File: src/rtl/fetch_pkg.sv
// Shared types and defaults for the instruction fetch stage.
// Provides width defaults and the fetch FSM state enum.
package fetch_pkg;

  localparam int DEF_PC_W    = 32;
  localparam int DEF_INSTR_W = 64;

  typedef enum logic [1:0] {
    IDLE,
    WAIT,
    DISCARD
  } state_t;

endpackage

File: src/rtl/fetch_fifo.sv
// Small synchronous FIFO holding {pc, instr} pairs for decode.
// Ports: clk, rst (async low), clear, push/push_data, pop, valid, head, count.
module fetch_fifo #(
  parameter int W     = 96,
  parameter int DEPTH = 2
) (
  input  logic                       clk,
  input  logic                       rst,
  input  logic                       clear,
  input  logic                       push,
  input  logic [W-1:0]               push_data,
  input  logic                       pop,
  output logic                       valid,
  output logic [W-1:0]               head,
  output logic [$clog2(DEPTH+1)-1:0] count
);

  localparam int AW = $clog2(DEPTH);
  localparam int CW = $clog2(DEPTH + 1);

  logic [W-1:0]  mem [DEPTH];
  logic [AW-1:0] wr_ptr;
  logic [AW-1:0] rd_ptr;
  logic [CW-1:0] cnt;
  logic          do_pop;
  logic          do_push;

  assign do_pop  = pop & (cnt != '0);
  assign do_push = push & ((cnt != CW'(DEPTH)) | do_pop);

  always_ff @(posedge clk or negedge rst) begin
    if (!rst) begin
      wr_ptr <= '0;
      rd_ptr <= '0;
      cnt    <= '0;
      for (int i = 0; i < DEPTH; i++) begin
        mem[i] <= '0;
      end
    end else if (clear) begin
      wr_ptr <= '0;
      rd_ptr <= '0;
      cnt    <= '0;
    end else begin
      if (do_push) begin
        mem[wr_ptr] <= push_data;
        wr_ptr      <= wr_ptr + AW'(1);
      end
      if (do_pop) begin
        rd_ptr <= rd_ptr + AW'(1);
      end
      cnt <= cnt + CW'(do_push) - CW'(do_pop);
    end
  end

  // Head is read straight from registered storage.
  assign head  = mem[rd_ptr];
  assign valid = cnt != '0;
  assign count = cnt;

endmodule

File: src/rtl/instruction_fetch.sv
// Fetch stage: one outstanding imem read, FIFO to decode, flush on branch.
// Ports: pc/pc_latch to counter, imem_req/rsp to memory, instr_* to decode.
module instruction_fetch
  import fetch_pkg::*;
#(
  parameter int PC_W    = DEF_PC_W,
  parameter int INSTR_W = DEF_INSTR_W,
  parameter int DEPTH   = 2
) (
  input  logic               clk,
  input  logic               rst,
  input  logic               fetch_en,
  input  logic [PC_W-1:0]    pc,
  input  logic               flush,
  output logic               pc_latch,
  output logic               imem_req_valid,
  input  logic               imem_req_ready,
  output logic [PC_W-1:0]    imem_req_addr,
  input  logic               imem_rsp_valid,
  input  logic [INSTR_W-1:0] imem_rsp_data,
  output logic               instr_valid,
  input  logic               instr_ready,
  output logic [INSTR_W-1:0] instr_data,
  output logic [PC_W-1:0]    instr_pc
);

  localparam int CW = $clog2(DEPTH + 1);
  localparam int SW = CW + 1;
  localparam int EW = PC_W + INSTR_W;

  state_t          state;
  state_t          state_d;
  logic [PC_W-1:0] req_pc_q;
  logic [CW-1:0]   cnt;
  logic [SW-1:0]   need;
  logic [SW-1:0]   room;
  logic [EW-1:0]   head;
  logic            pop;
  logic            push;
  logic            hs;
  logic            credit;
  logic            outstanding;

  assign pop         = instr_valid & instr_ready;
  assign outstanding = state == WAIT;

  // cnt + outstanding - pop < DEPTH, rearranged to avoid underflow.
  assign need   = SW'(cnt) + SW'(outstanding);
  assign room   = SW'(DEPTH) + SW'(pop);
  assign credit = need < room;

  assign imem_req_valid = fetch_en & ~flush & credit &
                          ((state == IDLE) |
                           ((state == WAIT) & imem_rsp_valid));
  assign imem_req_addr  = pc;
  assign hs             = imem_req_valid & imem_req_ready;
  // Flush also latches so the counter loads the branch target.
  assign pc_latch       = hs | flush;
  assign push           = (state == WAIT) & imem_rsp_valid & ~flush;

  always_comb begin
    state_d = state;
    unique case (state)
      IDLE: begin
        if (hs) state_d = WAIT;
      end
      WAIT: begin
        if (flush) begin
          state_d = imem_rsp_valid ? IDLE : DISCARD;
        end else if (imem_rsp_valid) begin
          state_d = hs ? WAIT : IDLE;
        end
      end
      DISCARD: begin
        if (flush | imem_rsp_valid) state_d = IDLE;
      end
      default: state_d = IDLE;
    endcase
  end

  always_ff @(posedge clk or negedge rst) begin
    if (!rst) begin
      state    <= IDLE;
      req_pc_q <= '0;
    end else begin
      state <= state_d;
      if (hs) req_pc_q <= pc;
    end
  end

  fetch_fifo #(
    .W     (EW),
    .DEPTH (DEPTH)
  ) u_fifo (
    .clk       (clk),
    .rst       (rst),
    .clear     (flush),
    .push      (push),
    .push_data ({req_pc_q, imem_rsp_data}),
    .pop       (pop),
    .valid     (instr_valid),
    .head      (head),
    .count     (cnt)
  );

  assign instr_pc   = head[EW-1:INSTR_W];
  assign instr_data = head[INSTR_W-1:0];

endmodule

File: config.mk
export PLATFORM = sky130hd
export DESIGN_NAME = instruction_fetch
export DESIGN_NICKNAME = d
export VERILOG_FILES = /design/src/rtl/fetch_pkg.sv /design/src/rtl/fetch_fifo.sv /design/src/rtl/instruction_fetch.sv
export SDC_FILE = /design/constraint.sdc
export NUM_CORES = 1
export LEC_CHECK = 0
export ABC_AREA = 1
export ABC_CLOCK_PERIOD_IN_PS = 2100
export CORE_UTILIZATION = 53
export CTS_BUF_LIST = sky130_fd_sc_hd__clkbuf_4 sky130_fd_sc_hd__clkbuf_8
export CTS_CLUSTER_SIZE = 20
export DETAILED_ROUTE_END_ITERATION = 6
export GPL_TIMING_DRIVEN = 0
export MAX_ROUTING_LAYER = met4
export PLACE_DENSITY_LB_ADDON = 0.12
export SKIP_CTS_REPAIR_TIMING = 1
export SKIP_LAST_GASP = 1
export SLEW_MARGIN = 10
export SYNTH_ARGS = -nofsm -noshare
export SYNTH_HDL_FRONTEND = slang
export SYNTH_SLANG_ARGS = --single-unit
File: constraint.sdc
create_clock -name clk -period 2.1 [get_ports clk]
set_input_delay 0.21 -clock clk [delete_from_list [all_inputs] [get_ports clk]]
set_output_delay 0.21 -clock clk [all_outputs]
set_load 0.05 [all_outputs]
==> results of run 1 <==
[cells by family after synthesis]
family / synth area share
and+or+nand+nor: 0.3799
DFF: 0.5414
buffers and inverters: 0.06955
AOI/OAI and AO/OA: 0.002825
adders and majority gates: 0.004708
xor gates and xnor gates: 0.001648
[per-layer routing]
layer | global-route usage | wire length [um]
met3 | 0.04832 | 2243
met5 | - | 0
met4 | 0.08119 | 558
met2 | 0.4683 | 15190
met1 | 0.4064 | 12900
[cells in the mapped netlist, types with 3 or more instances]
master,n,area share
nand2_1,744,0.26
inv_1,9,0.0032
buf_2,30,0.014
clkbuf_1,39,0.014
dfrtp_1,230,0.54
inv_2,4,0.0014
nand3_1,199,0.094
ha_1,4,0.0047
nand4_1,33,0.019
buf_1,14,0.0049
buf_4,45,0.032
nor2_1,3,0.0011
[sequential cells by signal (all words and copies together), names as in the netlist]
register       cells
u_fifo.rd_ptr      1
state              2
u_fifo.count       2
u_fifo.mem       192
u_fifo.wr_ptr      1
req_pc_q          32
[worst max-delay path by stage]
stage,cells past startpoint,endpoint,from
finish,12,pc_latch,state[1]
global route,12,pc_latch,state[1]
CTS,12,pc_latch,state[1]
detailed placement,12,pc_latch,state[1]
global placement,1,req_pc_q[3],rst
floorplan,11,imem_req_valid,state[1]
[worst max-delay path: cells and delay by family (launching register included)]
kind / cells / cell delay [ns]
adder cells (fa/ha/maj): 2 / 0.31
flip-flops: 1 / 0.38
AND/OR/NAND/NOR: 6 / 0.63
buffers and inverters: 4 / 0.41
[power breakdown]
part           internal (mW)  leakage [nW]  switching [mW]
Clock                   2.62         0.452            1.76
Combinational           3.70          4.60            7.21
Sequential              5.83          3.04           0.997
[stage by stage]
step	setup slack, ns	hold WS, ns	power, mW	cells
floorplan	0.09549	-0.08559	13.12	1366
global placement	-8.838	0.4611	16.43	1863
CTS	-1.600	-0.4340	21.00	1932
global route	-0.4328	0.1245	23.17	1956
finish	-0.3424	0.1306	22.11	1956
detailed placement	-1.033	0.1130	16.59	1865
[final cells by class]
type,instances,share of cell area
multi-input combinational,994,0.3016
clock buffer,60,0.04991
timing repair buffer,257,0.1746
antenna,2,0.0003355
tap,265,0.02223
clock inverter,7,0.007549
sequential,230,0.3858
inverter,14,0.003942
buffer,127,0.05402
==> metrics.csv, run 1 <==
stage,metric,value,unit
sta,clock skew,0.01302,ns
final_layout,sequential cell area,5756,um^2
sta,pins over their slew limit,0,
setup_path,reg2reg path depth,14,
clocking,TritonCTS Buffers,37,
setup_path,R2R Path Start,state[1],
floorplanning,IO Count,234,
placement,Placement Cell Area,13350,um^2
placement,hpwl dp,20.05,mm
floorplanning,Rows,51,
setup_path,Critical Path Source Type,flip-flop,
setup_path,crit end category,primary output,
floorplanning,CORE AREA,19590,um^2
route,final antenna-violating net count,0,
route,DR iter-0 viols,774,
global_routing,vias in the first global route,9518,
yosys,Cells after Synth,1366,
setup_path,crit-path max cell delay,0.38,ns
job,max-cap violations,0,
status,failing checks,"design-rule violations, negative setup slack",
clocking,H-tree levels,2,
global_routing,initial antenna violation count,2,
clocking,Max Buffers Root-to-Sink,3,
setup_path,CP required,1.89,ns
yosys,Yosys reg bits,230,
final_layout,post-layout util,0.7614,
route,drt pass-1 iters,7,
yosys,"EDFF count, synth",0,
sta,fmax,409.4,MHz
yosys,Mapped Area,10630,um^2
placement,PortBufs,232,
sta,Final Worst Setup Slack,-0.3424,ns
sta,unrepaired setup endpoints after global routing,yes,
sta,endpoints failing setup,48,
setup_path,worst setup path class,reg -> out,
global_routing,largest net degree at the start of global routing,111,
final_layout,share of layout cells above drive strength 1,0.2137,
route,Via Count,10285,
sta,Worst Tran Pin Value,0.5849,ns
setup_path,CP max-delay cell,dfrtp_1,
global_routing,Total GRT Usage,0.2992,
final_layout,P&R area growth vs syn,40.31,%
setup_path,"critical path fanouts, max",3,
yosys,"Primary FF master, synth",dfrtp_1,
yosys,"Seq/Total Area, Yosys",0.5414,
setup_path,FF-to-FF End,req_pc_q[13],
yosys,"Distinct cells, synth",22,
sta,Slew headroom,0.6095,
sta,Fin. Hold Viols,0,
pwr,worst vdd ir,0.7979,mV
clocking,CTS Sinks,230,
yosys,Post-Syn Nets,1473,
yosys,asr flop ratio synth,1.000,
route,Post-Route WL,30.90,mm
route,DR WL/cell,15.79,um
pwr,Lkg Pwr,8.086,nW
pwr,power per cell area,1482,nW/um^2
sta,post-layout min period,2.442,ns
status,status,"complete, but fails checks",
global_routing,"Remaining Overflow, GRT",0,
final_layout,most frequent cells in the layout,"nand2_1, dfrtp_1, nand3_1, clkdlybuf4s50_1, buf_4",
route,DRC viols,4,
sta,Fin Setup TNS,-5.406,ns
placement,placer's final routability congestion estimate,0.8519,
final_layout,Filler cells,1458,
floorplanning,die area,20630,um^2
floorplanning,Chip Width,143.6,um
setup_path,"setup slack, reg-to-reg",0.04,ns
floorplanning,die height,143.6,um
final_layout,post-route cell area,14920,um^2
setup_path,CP arrival,2.23,ns
sta,Final period util,1.163,
clocking,CTS tree,yes,
yosys,YS warnings,0,
floorplanning,Initial Util,0.5427,
worst_hold_path,Hold EP,req_pc_q[31],
clocking,clk_lat worst skew,0.52,ns
final_layout,area occupied by multi-input gates,4499,um^2
worst_hold_path,hold path cells,3,
route,post-DR vias/cell,5.258,
yosys,Mapped Avg Cell Area,7.783,um^2
final_layout,"commonest non-fill, non-tap cell in the layout",nand2_1,
worst_hold_path,HP Class,in -> reg,
global_routing,first-pass GRT wire length,46.82,mm
worst_hold_path,Hold Crit Start,imem_req_ready,
final_layout,Final #Nets,1768,
clocking,Clock Pin Slew Worst Setup and Hold Paths,0.06,ns
clocking,root buf cell,clkbuf_8,
setup_path,crit-path cells,inv_2 -> nand2_4 -> inv_4 -> ha_4 -> ha_4 -> nor2_4 -> nand2_2 -> nor2_4 -> nand3_4 -> buf_8 -> nand2_4 -> buf_8,
Power figures use the tool's default switching activity.
==> run 2: changes to the inputs <==
- ABC_CLOCK_PERIOD_IN_PS: 2100 -> 3000
- CORE_UTILIZATION: 53 -> 55
- clock period: 2.1 -> 3 ns (I/O delays scaled with it)
==> run 2 against run 1 <==
  * The flow finishes with violations (negative setup slack)
  * Clock-buffer cell count rose by 1
  * Worst hold slack improved by 0.035 ns
  * Worst setup slack improved by 0.21 ns
  * Non-clock buffer count fell by 21
  * Cell area fell by 3.9%
  * Final cell count fell by 1.4%
  * First-iteration DRC count fell by 20%
  * Via count fell by 2.0%
  * Total power fell by 35%
==> metrics.csv, run 2 (synthesis results as in run 1) <==
stage,metric,value,unit
status,status,"complete, but fails checks",
status,failing checks,negative setup slack,
sta,Slew headroom,0.5980,
placement,Placement Cell Area,13340,um^2
route,DR iter-0 viols,621,
placement,hpwl dp,19.80,mm
setup_path,Crit. path cell count,10,
global_routing,first-pass GRT wire length,47.44,mm
clocking,clk_lat worst skew,0.54,ns
floorplanning,IO Count,234,
final_layout,Ant. Diodes,0,
final_layout,"commonest non-fill, non-tap cell in the layout",nand2_1,
route,post-DR vias/cell,5.227,
final_layout,max reg flops,192,
setup_path,crit end category,primary output,
placement,placed cell count,1860,
global_routing,Total GRT Usage,0.3106,
setup_path,Top Family by Delay on Critical Path,simple AND/OR/NAND/NOR gates,
final_layout,Final #Nets,1747,
route,drt pass-1 iters,5,
route,met3 routed WL,1.950,mm
floorplanning,Initial Util,0.5646,
setup_path,crit-path cells,inv_2 -> nand2_1 -> inv_2 -> ha_1 -> ha_1 -> nand2_1 -> nand3_2 -> buf_2 -> nand2_1 -> clkbuf_2,
setup_path,Crit path top cell by count,nand2_1,
sta,endpoints failing setup,1,
sta,unrepaired setup endpoints after global routing,yes,
sta,Worst Tran Pin Value,0.6029,ns
sta,Final Worst Setup Slack,-0.1370,ns
pwr,worst vdd ir,0.6271,mV
sta,Final period util,1.046,
job,max-cap violations,0,
setup_path,CP max-delay cell,dfrtp_1,
clocking,Clock Pin Slew Worst Setup and Hold Paths,0.06,ns
route,final antenna-violating net count,0,
clocking,CTS Sinks,230,
route,top layer in use,met4,
floorplanning,Rows,50,
route,DR WL/cell,15.37,um
sta,pins over their slew limit,0,
route,Post-Route WL,29.64,mm
final_layout,post-route cell area,14330,um^2
setup_path,CP Buf/Inv Count,4,
placement,placer's final routability congestion estimate,0.8397,
pwr,power per cell area,1009,nW/um^2
final_layout,most frequent cells in the layout,"nand2_1, dfrtp_1, nand3_1, clkdlybuf4s50_1, dlymetal6s2s_1",
setup_path,worst setup path class,reg -> out,
sta,Fin. Hold Viols,0,
final_layout,P&R area growth vs syn,34.82,%
setup_path,Critical Path Source Type,flip-flop,
route,wl on met1,12.66,mm
placement,PortBufs,232,
pwr,Lkg Pwr,8.444,nW
final_layout,Filler cells,1416,
sta,clock skew,0.01940,ns
global_routing,largest net degree at the start of global routing,89,
worst_hold_path,hold path cells,3,
setup_path,crit-path max cell delay,0.39,ns
final_layout,largest registers,"u_fifo.mem x192, req_pc_q x32",
setup_path,CP arrival,2.84,ns
clocking,H-tree levels,2,
route,Via Count,10077,
worst_hold_path,HP Class,in -> reg,
sta,post-layout min period,3.137,ns
route,DRC viols,0,
clocking,root buf cell,clkbuf_8,
global_routing,vias in the first global route,9604,
final_layout,share of layout cells above drive strength 1,0.09892,
floorplanning,Chip Width,141.0,um
floorplanning,die area,19890,um^2
setup_path,CP required,2.70,ns
setup_path,"critical path fanouts, max",10,
setup_path,reg2reg path depth,10,
sta,fmax,318.8,MHz
clocking,TritonCTS Buffers,37,
final_layout,Finished Layout Cells,1928,
floorplanning,die height,141.0,um
global_routing,initial antenna violation count,0,
route,met2 wire length,14.46,mm
clocking,Max Buffers Root-to-Sink,3,
final_layout,register with the highest flop count,u_fifo.mem,
clocking,CTS tree,yes,
global_routing,"Remaining Overflow, GRT",0,
floorplanning,CORE AREA,18830,um^2
==> run 2: cell types whose count changed in the layout (fill, tap and decap cells not counted), moves of 6 or more <==
cell / delta
clkbuf_8: +6
buf_6: -22
dlymetal6s2s_1: +59
buf_4: -22
nand2_4: -30
buf_8: -29
buf_2: -10
nand2_1: +67
nand2_2: -37
clkbuf_2: -9
clkbuf_4: -30
clkdlybuf4s50_1: +37
clkbuf_1: +7
==> run 2: area by class of cell <==
| type | count | area, um^2 | area share |
|---|---|---|---|
| multi-input combinational | 994 | 4141 | 0.2889 |
| inverter | 14 | 52.55 | 0.003666 |
| tap | 260 | 325.3 | 0.02270 |
| clock inverter | 6 | 32.53 | 0.002270 |
| timing repair buffer | 236 | 2542 | 0.1774 |
| clock buffer | 61 | 789.5 | 0.05508 |
| sequential | 230 | 5756 | 0.4015 |
| buffer | 127 | 694.4 | 0.04845 |
==> run 2: final timing paths <==
path | endpoint | startpoint | slack (ns)
min | req_pc_q[31] | imem_req_ready | 0.17
max reg2reg | req_pc_q[29] | state[1] | 0.80
max in group asynchronous | u_fifo.mem[59] | rst | 1.84
min in group asynchronous | u_fifo.mem[127] | rst | 0.31
min reg2reg | u_fifo.mem[65] | u_fifo.mem[65] | 0.48
max | pc_latch | state[1] | -0.14
==> run 2: stage by stage <==
stage          setup TNS, ns  worst slack [ns]  power, mW  utilization  hold slack (ns)
2_1_floorplan              0            0.8090      9.184            -         0.004409
3_3_place_gp        -1820.03            -7.929      11.49       0.7052           0.4612
3_5_place_dp         -0.2579           -0.2579      11.62       0.7084           0.3019
4_1_cts               -12.71           -0.8757      14.56       0.7520          -0.2763
5_1_grt              -0.2431           -0.2251      15.19       0.7612           0.1679
6_report             -0.1370           -0.1370      14.47       0.7612           0.1653
==> run 2: routing by layer <==
metal | GRT usage | vias up
li1 | - | 4854
met1 | 0.4090 | 4735
met2 | 0.4952 | 438
met3 | 0.05061 | 50
met4 | 0.09954 | 0
met5 | - | -
==> run 2: power by group <==
group / internal (mW) / switching (mW)
clock: 1.66 / 1.24
combinational: 2.17 / 4.71
sequential: 4.08 / 0.608
total: 7.91 / 6.55
==> run 2: worst min-delay path: stages <==
cell and delay, ns:
clkbuf_1 0.17, nand4_1 0.14, nand2_1 0.05
